File: src/rtl/irq_pkg.sv
// Shared sizes and vector types for the interrupt pending controller.
package irq_pkg;

    localparam int NUM_IRQ = 8;
    localparam int ID_W    = $clog2(NUM_IRQ);

    typedef logic [NUM_IRQ-1:0] irq_vec_t;
    typedef logic [ID_W-1:0]    irq_id_t;

endpackage

File: src/rtl/irq_priority_select.sv
// Combinational MSB-first selector: reports the highest set request line.
module irq_priority_select
    import irq_pkg::*;
(
    input  irq_vec_t req,
    output logic     valid,
    output irq_id_t  id
);

    // Ascending scan so the highest set line is the last one written.
    always_comb begin
        valid = 1'b0;
        id    = '0;
        for (int i = 0; i < NUM_IRQ; i++) begin
            if (req[i]) begin
                valid = 1'b1;
                id    = irq_id_t'(i);
            end
        end
    end

endmodule

File: src/rtl/irq_pending_ctrl.sv
// Interrupt front-end: sticky pending capture, mask/in-service blocking and a
// registered valid/ready presentation port with one bubble after each accept.
module irq_pending_ctrl
    import irq_pkg::*;
(
    input  logic     clk,
    input  logic     rst_n,
    input  irq_vec_t irq_in,
    input  irq_vec_t edge_mode,
    input  irq_vec_t irq_mask,
    output logic     irq_valid,
    output irq_id_t  irq_id,
    input  logic     irq_ready,
    input  logic     eoi_valid,
    input  irq_id_t  eoi_id,
    output irq_vec_t pending,
    output irq_vec_t in_service
);

    irq_vec_t irq_q;
    irq_vec_t rise;
    irq_vec_t accept_vec;
    irq_vec_t eoi_vec;
    irq_vec_t eligible;
    irq_vec_t pending_nxt;
    logic     accept;
    logic     sel_valid;
    irq_id_t  sel_id;

    assign rise       = irq_in & ~irq_q;
    assign accept     = irq_valid & irq_ready;
    assign accept_vec = accept ? (irq_vec_t'(1) << irq_id) : '0;
    assign eoi_vec    = eoi_valid ? (irq_vec_t'(1) << eoi_id) : '0;
    assign eligible   = pending & ~irq_mask & ~in_service;

    // A fresh edge outranks the clear from accepting that same line.
    assign pending_nxt = (edge_mode & (rise | (pending & ~accept_vec)))
                       | (~edge_mode & irq_in);

    irq_priority_select u_select (
        .req   (eligible),
        .valid (sel_valid),
        .id    (sel_id)
    );

    always_ff @(posedge clk or negedge rst_n) begin
        if (!rst_n) begin
            irq_q      <= '0;
            pending    <= '0;
            in_service <= '0;
        end else begin
            irq_q      <= irq_in;
            pending    <= pending_nxt;
            in_service <= (in_service & ~eoi_vec) | accept_vec;
        end
    end

    // Presented id is frozen until accepted; accept forces one idle cycle.
    always_ff @(posedge clk or negedge rst_n) begin
        if (!rst_n) begin
            irq_valid <= 1'b0;
            irq_id    <= '0;
        end else if (!irq_valid) begin
            irq_valid <= sel_valid;
            irq_id    <= sel_id;
        end else if (irq_ready) begin
            irq_valid <= 1'b0;
        end
    end

endmodule

File: config.mk
export PLATFORM = sky130hd
export DESIGN_NAME = irq_pending_ctrl
export DESIGN_NICKNAME = d
export VERILOG_FILES = /design/src/rtl/irq_pkg.sv /design/src/rtl/irq_priority_select.sv /design/src/rtl/irq_pending_ctrl.sv
export SDC_FILE = /design/constraint.sdc
export NUM_CORES = 1
export LEC_CHECK = 0
export ABC_CLOCK_PERIOD_IN_PS = 1300
export BUFFER_PORTS_ARGS = -buffer_cell sky130_fd_sc_hd__buf_2
export CORE_UTILIZATION = 45
export CTS_CLUSTER_SIZE = 30
export DETAILED_ROUTE_END_ITERATION = 6
export PLACE_DENSITY = 0.77
export SLEW_MARGIN = 10
export SYNTH_ARGS = -nofsm -noshare
export SYNTH_HDL_FRONTEND = slang
export SYNTH_SLANG_ARGS = --single-unit
File: constraint.sdc
create_clock -name clk -period 1.3 [get_ports clk]
set_input_delay 0.13 -clock clk [delete_from_list [all_inputs] [get_ports clk]]
set_output_delay 0.13 -clock clk [all_outputs]
set_load 0.01 [all_outputs]
== Yosys cells after proc, flatten, opt, wreduce, memory -nomap -nowiden ==
Index checks and enable logic that the tools add are counted.

* Bitwise logic cells: 17
* Shift operators: 2
* Mux-type cells: 19

{| class="wikitable"
|+ Operator list
! kind !! count
|-
| $and A8 B8 Y8 || 7
|-
| $not A8 Y8 || 6
|-
| $or A8 B8 Y8 || 3
|-
| $mux W8 || 2
|-
| $shl A1 B3 Y8 const A || 2
|-
| $mux W3 || 4
|-
| $mux W1 || 11
|-
| $mux W2 || 2
|-
| $and A1 B1 Y1 || 1
|}

* Input bits: 31
* Output and inout port bits: 20
* Logic and storage cells: 43
* Bits in registers: 28

== Longest topological paths before layout ==
* Word-level depth: 12
* Gate-level depth with buffers: 5
* Mapped depth without buffers: 4

== Hierarchy ==
Synthesis repeated with hierarchy kept, for this count alone.

* Cell total of the unflattened synthesis: 112
* Area, all modules: 1211.2 µm²

{| class="wikitable"
|+ By module, submodules not included
! module !! cells each !! seq. area each (µm²) !! instances !! area an instance (µm²)
|-
| irq_pending_ctrl || 100 || 700.7 || 1 || 1153.6
|-
| irq_priority_select || 12 || 0.0 || 1 || 57.6
|}

== Worst setup path before layout ==
OpenSTA, ideal clock, no wires.

* Path type: reg-to-reg
* Start: reg pending[2]
* End: reg irq_id[1]
* Path buffers: 0
* Cell stages (with the launch flop): 5
* Data arrival time: 1121 ps
* Period minus slack after synthesis: 1248 ps
* Required time: 1173 ps
* Path slack: 52 ps
* Cells stage by stage: dfrtp_1 nor3b_1 or2_2 a211oi_1 a21oi_1

* Longest elaborated chain between the ends: 8

{| class="wikitable"
|+ RTL lines
! what !! line !! text
|-
| from (decl) || irq_pending_ctrl.sv:16 || <nowiki>output irq_vec_t pending,</nowiki>
|-
| from (signal assigned) || irq_pending_ctrl.sv:53 || <nowiki>pending <= pending_nxt;</nowiki>
|-
| $and A8 B8 Y8 (2 in series) || irq_pending_ctrl.sv:34 || <nowiki>assign eligible = pending & ~irq_mask & ~in_service;</nowiki>
|-
| $mux W2 (2 in series) || irq_priority_select.sv:15 || <nowiki>if (req[i]) begin</nowiki>
|-
| $mux W3 (4 in series) || irq_priority_select.sv:15 ||
|-
| to (signal assigned) || irq_pending_ctrl.sv:65 || <nowiki>irq_id <= sel_id;</nowiki>
|-
| to (decl) || irq_pending_ctrl.sv:12 || <nowiki>output irq_id_t irq_id,</nowiki>
|}

Every way passes these cells.
A chain may end at the register's enable or synchronous reset.

== Final worst setup path ==
* Start: reg pending[6]
* End: reg irq_valid

* Longest elaborated chain between the ends: 5

{| class="wikitable"
|+ RTL lines
! what !! line !! text
|-
| $and A8 B8 Y8 (2 in series) || irq_pending_ctrl.sv:34 ||
|-
| $mux W1 (2 in series) || irq_priority_select.sv:15 ||
|-
| $mux W1 || irq_pending_ctrl.sv:63 || <nowiki>end else if (!irq_valid) begin</nowiki>
|-
| to (signal assigned) || irq_pending_ctrl.sv:64 || <nowiki>irq_valid <= sel_valid;</nowiki>
|-
| to (decl) || irq_pending_ctrl.sv:11 || <nowiki>output logic irq_valid,</nowiki>
|}

Every way passes these cells.

==> reports/qor.txt <==
f_max - 0.794 GHz
Cell variety after synth - 22
endpoints failing hold - 0
crit path DAT - 1480 ps
Clk pin slew, worst setup/hold paths - 140 ps
H-tree Lvls - 1
combinational power share - 35.9%
Ports - 51
Routed WL - 2770 um
mean area per synthesized cell - 10.8 um2
number of antenna-violating nets in the routed design - 0
largest net degree at the start of global routing - 29
non-filler cells, final - 201
Die Area - 2770 um2
Clk pwr share - 15.6%
RSZ-0062 raised after global routing - true
initial antenna violation count - 0
clk root buf - clkbuf_4
PwrDens - 1660 nW/um2
Slew HR - 59.8%
Critical Path RT - 1520 ps
status - completed
synthesized cell area - 1150 um2
Hold Path Class - in2reg
Layout area overhead - 39.6%
CP max stage cell - dfrtp_1
GRT Util Overall - 22.5%
initial drt markers - 45
Top Family by Delay on Critical Path - simple AND/OR/NAND/NOR gates
synth warn - 0
clock skew - 4.15 ps
Worst setup EP type - register
Storage cell area - 701 um2
row cnt - 17
dpl hpwl - 2120 um
Fillers - 169
CTS Buf Count - 3
Port Buffers - 50
sw power - 970 uW
Die W - 52.6 um
Synth Net Count - 138
DR DRC count - 0
starting density of the core - 49.8%
Sw Share - 36.3%
Core Box Area - 2320 um2
routability cong. - 0.890
Post-Syn Instances - 107
crit-path max cell delay - 400 ps
Vias - 1094
height of the die - 52.6 um
Worst-Skew Late Latency - 320 ps
drt pass-1 iters - 4
post-DR wirelength/cell - 13.8 um
Final Cycle Share - 96.9%
Max-Cap Viols - 0
Pleak - 0.000790 uW
Placed Cells - 187
multi-input combinational cell area - 460 um2
min cycle time layout - 1260 ps
clk sink count - 28
CP Class - reg2reg
vias in the first global route - 976
first-pass GRT wire length - 4380 um
worst-path maximum fanout - 2
drt via density - 5.44
maximum vdd drop - 1.07 mV
CTS max path bufs - 2
Slew @ Worst Pin - 603 ps
Final nets - 205
share of layout cells above drive strength 1 - 38.2%
synthesis-stage register bit count - 28
post-synthesis sequential area ratio - 60.7%
Final TNS setup - 0 ps
CP Buf/Inv Count - 0
internal power - 1700 uW
sequential power share - 48.5%
fin. max-slew vios - 0
Ant. Diodes - 0
total global routing overflow - 0
CP Cell Sequence - nor3b_1, or2_1, nor3_2, a21boi_1
final setup vio count - 0
Startpoint Class - register
CTS tree - built
## final timing paths
check / cells past startpoint / end / from / slack (ps)
min in group asynchronous: 2 / irq_id[0] / rst_n / 330
max: 4 / irq_valid / pending[6] / 40
max in group asynchronous: 2 / irq_q[2] / rst_n / 580
min: 2 / pending[0] / edge_mode[0] / 70
min reg2reg: 2 / in_service[0] / in_service[0] / 540
max reg2reg: 4 / irq_valid / pending[6] / 40
## state kept, by name, indices dropped and copies added (netlist names)
name	cells
in_service	8
irq_id	3
irq_q	8
irq_valid	1
pending	8
## timing repair
item                                   CTS  global route
pin swaps                                0             0
gates resized for setup                  1             5
endpoints found under the hold margin   36             0
hold buffers                             9             0
setup buffers                            0             1
setup endpoints to repair                1             5
## layer usage
| metal | vias up | global-route usage, % | wire length (um) |
|---|---|---|---|
| met4 | 0 | 10.5 | 44 |
| met2 | 69 | 36.5 | 1320 |
| met1 | 512 | 29.3 | 1150 |
| li1 | 507 | - | - |
| met3 | 6 | 3.19 | 262 |
| met5 | - | 0 | 0 |
## placed cells by master, fill, tap and decap left out
| cell | Yosys | final |
|---|---|---|
| buf_2 | 0 | 50 |
| o31ai_1 | 3 | 3 |
| nor3_2 | 0 | 1 |
| inv_1 | 2 | 2 |
| nor3b_1 | 6 | 4 |
| nand2b_1 | 4 | 4 |
| dlygate4sd3_1 | 0 | 9 |
| a21oi_1 | 3 | 3 |
| clkbuf_4 | 0 | 3 |
| a21boi_1 | 0 | 1 |
| nor2b_1 | 2 | 2 |
| nor2_2 | 2 | 2 |
| nor2_1 | 5 | 5 |
| or2_4 | 0 | 1 |
| o21ai_0 | 7 | 7 |
| nand3_1 | 2 | 2 |
| nor3_1 | 2 | 1 |
| buf_4 | 1 | 4 |
| nand2_1 | 24 | 24 |
| a211oi_2 | 0 | 1 |
| clkbuf_8 | 0 | 1 |
| or2_1 | 1 | 1 |
| or3b_1 | 2 | 2 |
| mux2i_1 | 1 | 1 |
| dfrtp_1 | 28 | 28 |
| a32o_1 | 8 | 8 |
| nor3b_2 | 0 | 2 |
| nand2_2 | 1 | 1 |
## cell type report
type / instances / area share (%)
clock buffers: 4 / 2.25
inverters: 2 / 0.466
multi-input cells: 76 / 28.6
flip-flops and latches: 28 / 43.5
well taps: 28 / 2.18
repair buffers: 63 / 23.0
## cell usage after synthesis
cell type | instances | area (um2)
mux2i_1 | 1 | 10.0
a32o_1 | 8 | 80.1
or3b_1 | 2 | 17.5
nor2_1 | 5 | 18.8
a21oi_1 | 3 | 15.0
dfrtp_1 | 28 | 701
a211oi_1 | 1 | 7.51
o21ai_0 | 7 | 35.0
nor2_2 | 2 | 12.5
a21boi_0 | 1 | 7.51
or2_1 | 1 | 6.26
inv_1 | 2 | 7.51
nand3_1 | 2 | 10.0
or2_2 | 1 | 6.26
nand2_1 | 24 | 90.1
nand2_2 | 1 | 6.26
nor3_1 | 2 | 10.0
nand2b_1 | 4 | 25.0
buf_4 | 1 | 7.51
o31ai_1 | 3 | 22.5
nor2b_1 | 2 | 12.5
nor3b_1 | 6 | 45.0
## power by group through the flow
stage               Sequential, uW  Clock, uW  Combinational, uW
CTS                           1290        438                936
global route                  1330        471               1050
global placement              1290          0                878
floorplan                     1360          0                412
finish                        1300        418                960
detailed placement            1300          0                905
## stage by stage
step / hold slack, ps / util [%] / total power [uW] / setup WS, ps / cell area (um2)
floorplan: -166 / - / 1780 / 51.8 / 1150
global placement: 171 / 62.7 / 2170 / 44.1 / 1450
detailed placement: 175 / 62.7 / 2210 / -3.43 / 1450
CTS: 53.5 / 68.4 / 2660 / 5.56 / 1590
global route: 48.8 / 69.5 / 2850 / -13.2 / 1610
finish: 66.7 / 69.5 / 2670 / 40.4 / 1610
## kinds of logic after synthesis
| kind of cell | after synthesis | share of synthesized area [%] |
|---|---|---|
| and+or+nand+nor | 52 | 22.6 |
| DFF | 28 | 60.7 |
| AOI/OAI and AO/OA | 23 | 14.5 |
| buffers and inverters | 3 | 1.30 |
| muxes | 1 | 0.868 |
Note: power is estimated with default switching activity, not from simulation.
